--- config.mk ---
export PLATFORM = sky130hd
export DESIGN_NAME = pipe_ctrl
export DESIGN_NICKNAME = d
export VERILOG_FILES = /design/src/rtl/pipe_ctrl_pkg.sv /design/src/rtl/pipe_ctrl_sync_edge.sv /design/src/rtl/pipe_ctrl.sv
export SDC_FILE = /design/constraint.sdc
export NUM_CORES = 1
export LEC_CHECK = 0
export BUFFER_PORTS_ARGS = -buffer_cell sky130_fd_sc_hd__buf_4
export CELL_PAD_IN_SITES_DETAIL_PLACEMENT = 0
export CELL_PAD_IN_SITES_GLOBAL_PLACEMENT = 1
export CORE_MARGIN = 2
export CORE_UTILIZATION = 33
export CTS_BUF_LIST = sky130_fd_sc_hd__clkbuf_4
export CTS_CLUSTER_DIAMETER = 120
export DETAILED_ROUTE_END_ITERATION = 10
export PLACE_DENSITY = 0.87
export SLEW_MARGIN = 0
export SYNTH_ARGS = -nofsm -noshare
export SYNTH_HDL_FRONTEND = slang
export SYNTH_HIERARCHICAL = 1
export SYNTH_SLANG_ARGS = --single-unit
--- constraint.sdc ---
create_clock -name clk -period 2.13 [get_ports clk]
set_clock_uncertainty 0.05 [all_clocks]
set_input_delay 0.426 -clock clk [delete_from_list [all_inputs] [get_ports clk]]
set_output_delay 0.426 -clock clk [all_outputs]
set_load 0.02 [all_outputs]
--- src/rtl/pipe_ctrl_pkg.sv ---
// Shared types and constants for the pipeline control unit.
`ifndef PIPE_CTRL_DEFINES
`define PIPE_CTRL_DEFINES
`define RstEnable 1'b1
`define Stop      1'b1
`endif

package pipe_ctrl_pkg;

  typedef enum logic [1:0] {
    RUN  = 2'd0,
    HOLD = 2'd1,
    STEP = 2'd2
  } state_t;

  localparam int STG_PC  = 0;
  localparam int STG_IF  = 1;
  localparam int STG_ID  = 2;
  localparam int STG_EX  = 3;
  localparam int STG_MEM = 4;
  localparam int STG_WB  = 5;

  localparam logic [31:0] DEF_EXC_VECTOR = 32'h0000_0020;

endpackage

--- src/rtl/pipe_ctrl_sync_edge.sv ---
// Two-flop synchroniser for the raw step key followed by a rising-edge detector.
module sync_edge (
  input  logic clk,
  input  logic rst,
  input  logic async_in,
  output logic rise
);

  logic s1;
  logic s2;
  logic d;

  // Bring the key into the clock domain and keep a delayed copy for edge detection
  always_ff @(posedge clk) begin
    if (rst == `RstEnable) begin
      s1 <= 1'b0;
      s2 <= 1'b0;
      d  <= 1'b0;
    end else begin
      s1 <= async_in;
      s2 <= s1;
      d  <= s2;
    end
  end

  assign rise = s2 & ~d;

endmodule

--- src/rtl/pipe_ctrl.sv ---
// Pipeline control: stall merge, exception flush, single-step debug and stall counter.
module pipe_ctrl
  import pipe_ctrl_pkg::*;
#(
  parameter int          STAGES     = 6,
  parameter int          CNT_W      = 32,
  parameter logic [31:0] EXC_VECTOR = DEF_EXC_VECTOR
) (
  input  logic              clk,
  input  logic              rst,
  input  logic [STAGES-1:0] stallreq,
  input  logic              flush_req,
  input  logic              step_mode,
  input  logic              enter,
  input  logic              cnt_clr,
  output logic [STAGES-1:0] stall,
  output logic              flush,
  output logic [31:0]       new_pc,
  output logic              step_hold,
  output logic [CNT_W-1:0]  stall_cnt
);

  localparam logic [CNT_W-1:0] CNT_ONE = {{(CNT_W-1){1'b0}}, 1'b1};

  state_t            state;
  logic              enter_rise;
  logic [STAGES-1:0] req_stall;
  logic              count_en;

  sync_edge u_sync_edge (
    .clk      (clk),
    .rst      (rst),
    .async_in (enter),
    .rise     (enter_rise)
  );

  // A stage stalls whenever it or any later stage requests a stall
  always_comb begin
    req_stall = '0;
    for (int k = 0; k < STAGES; k++) begin
      req_stall[k] = |(stallreq >> k);
    end
  end

  // Same-cycle stall/flush decode; HOLD freezes everything, flush beats stall requests
  always_comb begin
    stall  = '0;
    flush  = 1'b0;
    new_pc = 32'h0;
    if (rst != `RstEnable) begin
      if (state == HOLD) begin
        stall = '1;
      end else if (flush_req) begin
        flush  = 1'b1;
        new_pc = EXC_VECTOR;
      end else begin
        stall = req_stall;
      end
    end
  end

  assign step_hold = (state == HOLD) && (rst != `RstEnable);
  assign count_en  = (state != HOLD) && !flush && (req_stall != '0);

  // Single-step FSM: HOLD waits for a synchronised key edge, STEP lasts one cycle
  always_ff @(posedge clk) begin
    if (rst == `RstEnable) begin
      state <= RUN;
    end else begin
      case (state)
        RUN:     state <= step_mode ? HOLD : RUN;
        HOLD:    begin
          if (!step_mode)      state <= RUN;
          else if (enter_rise) state <= STEP;
          else                 state <= HOLD;
        end
        STEP:    state <= step_mode ? HOLD : RUN;
        default: state <= RUN;
      endcase
    end
  end

  // Saturating stall-cycle counter; clear wins over increment
  always_ff @(posedge clk) begin
    if (rst == `RstEnable) begin
      stall_cnt <= '0;
    end else if (cnt_clr) begin
      stall_cnt <= '0;
    end else if (count_en && (stall_cnt != '1)) begin
      stall_cnt <= stall_cnt + CNT_ONE;
    end
  end

endmodule

==> run_results.csv, run 1 <==
group,metric,value,unit
synth,yosys.area_share.simple,30.5,%
clock_tree,cts_buffers,5,
placed_design,gp_congestion,0.827,
min_path,min-delay-start,"enter",
die,core-area,6680,sq um
sta,slew_headroom,65.9,%
min_path,min_to,"u_sync_edge/s1",
critical_path,cpMostUsedCell,"buf_4",
global_route,grt_usage,15.0,%
critical_path,startpoint_type,"input pin",
finish,fin_area,2910,sq um
die,initial_utilization,33.7,%
route,num_vias,2244,
critical_path,crit-reg2reg-capture,"stall_cnt[29]",
synth,ys_types,50,
critical_path,r2r_cells,6,
die,num_rows,30,
clock_tree,cts_tree,"done",
die,ios,84,
finish,drive_above_1_share,31.9,%
clock_tree,clk_pin_slew,110,ps
global_route,grt_pass1_vias,1931,
route,highest_layer,"met4",
power_and_ir_drop,peakVddDrop,0.193,mV
clock_tree,root_buffer,"clkbuf_4",
finish,most-common-layout-cells,"85 x buf_4, 35 x dfxtp_1, 31 x conb_1",
run,drv_cap,0,
synth,avgSynthCellArea,8.38,sq um
critical_path,rrSetupSlack,150,ps
placed_design,placed_cell_area,2780,sq um
global_route,grt_start_max_net_pins,20,
sta,setup_violations,0,
route,wl_met2,2.71,mm
synth,synthMuxAreaShare,0.888,%
synth,ys.flop_type,"dfxtp_1",
route,wl_met3,297,microns
global_route,grt_overflow,0,
critical_path,critical_path.cell_chain,"buf_4 -> or4_4 -> nor3_1 -> o21ai_0 -> buf_4",
synth,yosysWarnings,6,
synth,synth-xor-area-share,0.777,%
synth,async_flop_share,0,%
sta,period_minus_slack,2010,ps
critical_path,cpPeakStageDelay,580,ps
synth,synth_compound_area_share,20.0,%
synth,synth_top_family_by_area,"simple AND/OR/NAND/NOR gates",
route,routedWlPerCell,13.2,microns
critical_path,worstSetupEndpointType,"primary output",
sta,max_freq,497,MHz
finish,syn_to_final_growth,29.3,%
power_and_ir_drop,power_density,474,nW/um^2
clock_tree,cts_num_sinks,37,
critical_path,required,1650,ps
clock_tree,insertion_delay,350,ps
synth,synthAdderAreaFrac,0.555,%
min_path,min_path_type,"in2reg",
route,routed_wl,5.69,mm
route,ant_nets,0,
route,drtIter0Drc,122,
power_and_ir_drop,leakagePower,1.19,nW
critical_path,critPathKind,"in2out",
placed_design,hpwl,4.30,mm
sta,hold_viol_final,0,
route,met1_length,2.63,mm
sta,worst_pin_slew,509,ps
synth,synth_edf_count,0,
synth,ys_ff_latch,37,
critical_path,cpMaxStageDelayCell,"or4_4",
clock_tree,htreeDepth,2,
synth,yosysSeqAreaShare,32.9,%
global_route,antenna_found_initial,0,
synth,netlist_area,2250,sq um
die,die_h,86.6,microns
die,die_area,7510,sq um
clock_tree,cts_buffer_depth,2,
finish,layout_commonest_cell,"buf_4",
critical_path,crit_family,"simple AND/OR/NAND/NOR gates",
route,via_per_inst,5.21,
sta,drv_slew,0,
placed_design,io_buffers,52,
outcome,status,"finished clean",
finish,final_nets,363,
critical_path,cp_max_fo,5,
sta,grt_setup_unrepaired,"yes",
min_path,hold_depth,2,
sta,finalCritPeriodShare,94.4,%
route,route.detailed.drc,0,
critical_path,rr_startpoint,"stall_cnt[15]",
finish,finish.utilization,43.6,%
route,dr.pass1.iters,4,
finish,diodes,0,
die,die_w,86.6,microns
critical_path,worstPathArrival,1530,ps
critical_path,path_buf_inv,2,
global_route,grt_pass1_wl,9.14,mm
synth,syn_inst,269,
[final cells by class]
| type | instances | area [sq um] |
|---|---|---|
| flip-flops and latches | 37 | 743 |
| clock inverters | 2 | 33.8 |
| fillers | 691 | 3770 |
| repair buffers | 85 | 638 |
| well taps | 80 | 100 |
| clock buffers | 6 | 45.0 |
| multi-input cells | 215 | 1330 |
| inverters | 6 | 22.5 |
[routing by layer]
layer | global-route usage [%] | vias to the layer above
li1 | - | 1121
met1 | 20.4 | 1056
met2 | 24.1 | 61
met3 | 2.76 | 6
met4 | 4.69 | 0
met5 | 0 | -
[through the flow]
stage	instances	worst slack, ps	hold WS (ps)	setup TNS (ps)	power [mW]
detailed placement	420	-104	386	-1640	0.902
global placement	420	-84.1	367	-982	0.900
floorplan	299	27.7	364	0	0.874
finish	431	120	238	0	1.38
global route	431	-40.2	273	-54.0	1.45
CTS	428	21.9	231	0	1.39
[timing repair]
action,CTS,global route
hold buffers,0,0
setup buffers,0,3
gates resized for setup,0,8
setup endpoints to repair,0,19
[synth_stat cells (6+ instances only)]
master | count | area share [%]
a21oi_1 | 22 | 4.9
buf_4 | 33 | 11
dfxtp_1 | 37 | 33
inv_1 | 6 | 1.0
nand2_1 | 18 | 3.0
nand3_1 | 12 | 2.7
nand4_1 | 10 | 2.8
nor2_1 | 12 | 2.0
o21ai_0 | 10 | 2.2
o31ai_1 | 15 | 5.0
or3_1 | 8 | 2.2
or4_1 | 18 | 6.0
[how the worst max path moves through the flow]
stage,from,to,slack (ps),cells after the start
2_1_floorplan,stall_cnt[4],stall_cnt[23],30,7
3_3_place_gp,stallreq[4],stall_cnt[31],-80,7
3_5_place_dp,stallreq[4],stall_cnt[24],-100,6
4_1_cts,stallreq[4],stall[0],20,5
5_1_grt,stall_cnt[15],stall_cnt[28],-40,5
6_report,stallreq[4],stall[0],120,5
[registers in the layout, summed over array words and instances (netlist names)]
name and cells:
u_sync_edge/s1 1, stall_cnt 32, u_sync_edge/s2 1, u_sync_edge/d 1, state 2
[report_power, final]
part	switching, mW	internal [mW]	total (mW)
combinational	0.125	0.0635	0.188
sequential	0.00273	0.697	0.699
clock	0.235	0.257	0.492
total	0.362	1.02	1.38
[kinds of logic after synthesis]
kind of cell / Yosys count
adders and majority gates: 1
AOI/OAI and AO/OA: 66
and+or+nand+nor: 113
DFF: 37
muxes: 2
xor gates and xnor gates: 2
buffers and inverters: 47
other: 1
Power figures use the tool's default switching activity.
==> run 2, diff against run 1 <==
--- a/config.mk
+++ b/config.mk
@@ -13,7 +13,9 @@
 export CTS_BUF_LIST = sky130_fd_sc_hd__clkbuf_4
 export CTS_CLUSTER_DIAMETER = 120
 export DETAILED_ROUTE_END_ITERATION = 10
+export GPL_TIMING_DRIVEN = 0
 export PLACE_DENSITY = 0.87
+export REMOVE_ABC_BUFFERS = 1
 export SLEW_MARGIN = 0
 export SYNTH_ARGS = -nofsm -noshare
 export SYNTH_HDL_FRONTEND = slang
==> run 2 against run 1 <==
- wire length shrank 1.2%
- utilization shrank 1.3 points
- clock-buffer cell count shrank 1
- clock power shrank 24%
- cell count shrank 4.9%
- non-clock buffer count shrank 22
- setup slack lost 2.7 ps
- critical path depth is the same
- first-iteration DRC count grew 1.6%
- maximum frequency shrank 0.13%
- largest cell class unchanged
- largest power group unchanged
==> run_results.csv, run 2 (same netlist as run 1, synthesis figures left out) <==
group,metric,value,unit
critical_path,worstSetupEndpoint,"stall[0]",
finish,syn_to_final_growth,25.4,%
clock_tree,cts_tree,"done",
sta,drv_slew,0,
die,die_area,7510,sq um
clock_tree,cts-hold-fix-buffers,0,
finish,layout_commonest_cell,"buf_4",
die,initial_utilization,33.7,%
global_route,grt_start_max_net_pins,30,
placed_design,io_buffers,52,
sta,max_freq,497,MHz
route,routed_wl,5.62,mm
die,ios,84,
critical_path,cp_max_fo,5,
power_and_ir_drop,total_power,1.24,mW
critical_path,required,1650,ps
die,num_rows,30,
min_path,min_path_type,"in2reg",
global_route,use_met2,23.4,%
route,dr.pass1.iters,4,
sta,finalWorstSetupSlack,117,ps
route,ant_nets,0,
route,route.detailed.drc,0,
route,routedWlPerCell,13.7,microns
critical_path,rrSetupSlack,140,ps
clock_tree,clk_pin_slew,120,ps
die,core-area,6680,sq um
critical_path,cpMaxStageDelayCell,"or4_4",
placed_design,hpwl,3.82,mm
critical_path,startpoint,"stallreq[4]",
global_route,grt_pass1_vias,1925,
clock_tree,htreeDepth,2,
route,drtIter0Drc,124,
route,num_vias,2185,
sta,timing.setup.tns,0,ps
sta,period_minus_slack,2010,ps
critical_path,cpPeakStageDelay,580,ps
critical_path,crit-reg2reg-capture,"stall_cnt[28]",
clock_tree,cts_num_sinks,37,
placed_design,placed_cell_area,2560,sq um
finish,final_nets,342,
sta,slew_headroom,58.1,%
global_route,grt_overflow,0,
global_route,antenna_found_initial,0,
clock_tree,cts_buffer_depth,2,
global_route,grtUsageMet1,19.4,%
sta,finalCritPeriodShare,94.5,%
outcome,status,"finished clean",
critical_path,critPathKind,"in2out",
critical_path,rr_startpoint,"stall_cnt[15]",
route,via_per_inst,5.33,
critical_path,worstSetupEndpointType,"primary output",
power_and_ir_drop,leakagePower,1.13,nW
sta,hold_viol_final,0,
critical_path,r2r_cells,5,
global_route,busiest_layer,"met2",
power_and_ir_drop,peakVddDrop,0.179,mV
finish,largestRegisters,"stall_cnt (32), state (2)",
run,drv_cap,0,
finish,largest_reg_flops,32,
critical_path,startpoint_type,"input pin",
finish,most-common-layout-cells,"63 x buf_4, 31 x conb_1, 28 x dfxtp_1",
global_route,grt_pass1_wl,8.98,mm
power_and_ir_drop,power_density,440,nW/um^2
clock_tree,cts_buffers,5,
finish,regMostFlops,"stall_cnt",
sta,grt_setup_unrepaired,"yes",
critical_path,critical_path.cell_chain,"buf_4 -> or4_4 -> nor3_1 -> o21ai_0 -> buf_4",
die,die_w,86.6,microns
min_path,min-delay-start,"enter",
sta,worst_pin_slew,629,ps
clock_tree,insertion_delay,350,ps
die,die_h,86.6,microns
critical_path,worstPathArrival,1540,ps
placed_design,dpl_worst_slack,-289,ps
placed_design,gp_congestion,0.766,
finish,diodes,0,
global_route,grtUsageMet3,3.62,%
clock_tree,root_buffer,"clkbuf_4",
critical_path,cpMostUsedCell,"buf_4",
finish,fin_area,2830,sq um
finish,drive_above_1_share,32.1,%
sta,setup_violations,0,
global_route,grt_usage,14.6,%
-- run 2: cell count changes in the layout (fill, tap and decap cells not counted), sizes merged --
cell / change
clkinvlp: +1
buf: -22
bufinv: -1
clkbuf: -1
clkinv: +1
nor3: +1
-- run 2: worst min path at each step --
stage	end	cells after the start	slack, ps
after floorplan	u_sync_edge/s2	1	360
final	u_sync_edge/s1	2	230
after CTS	u_sync_edge/s1	2	230
after detailed placement	u_sync_edge/s2	1	380
after global placement	u_sync_edge/s2	1	370
after global routing	u_sync_edge/s1	2	240
-- run 2: what timing repair did --
item,4_1_cts,5_1_grt
cloned,1,0
resized for setup,10,17
pin swaps,4,5
setup buffers,7,4
endpoints found under the setup margin,21,29
-- run 2: cell type report --
| class | instances | area [sq um] |
|---|---|---|
| timing repair buffer | 63 | 473 |
| clock buffer | 5 | 37.5 |
| inverter | 6 | 22.5 |
| multi-input combinational | 216 | 1420 |
| tap | 80 | 100 |
| sequential | 37 | 752 |
| fill | 693 | 3860 |
| clock inverter | 3 | 17.5 |
-- run 2: metrics by stage --
step | utilization, % | hold WS (ps) | instances
after global placement | 38.3 | 368 | 390
after global routing | 42.3 | 237 | 410
final | 42.3 | 230 | 410
after detailed placement | 38.3 | 378 | 390
after CTS | 40.7 | 227 | 406
after floorplan | - | 364 | 258
-- run 2: report_power, final --
part	internal [mW]	leakage, nW	total (mW)	switching, mW
registers	0.697	0.304	0.700	0.00366
clock network	0.124	0.0310	0.373	0.248
logic	0.0498	0.794	0.171	0.121
total	0.871	1.13	1.24	0.373
-- run 2: layer usage --
layer	up-vias	routed length [microns]
met5	-	0
met4	0	59
met3	5	382
met2	75	2660
met1	1029	2510
li1	1076	-
-- run 2: worst max-delay path, delay by kind of cell --
family / cells / cell delay, ps
buf+inv: 2 / 300
compound gates: 1 / 90
simple gates: 2 / 720
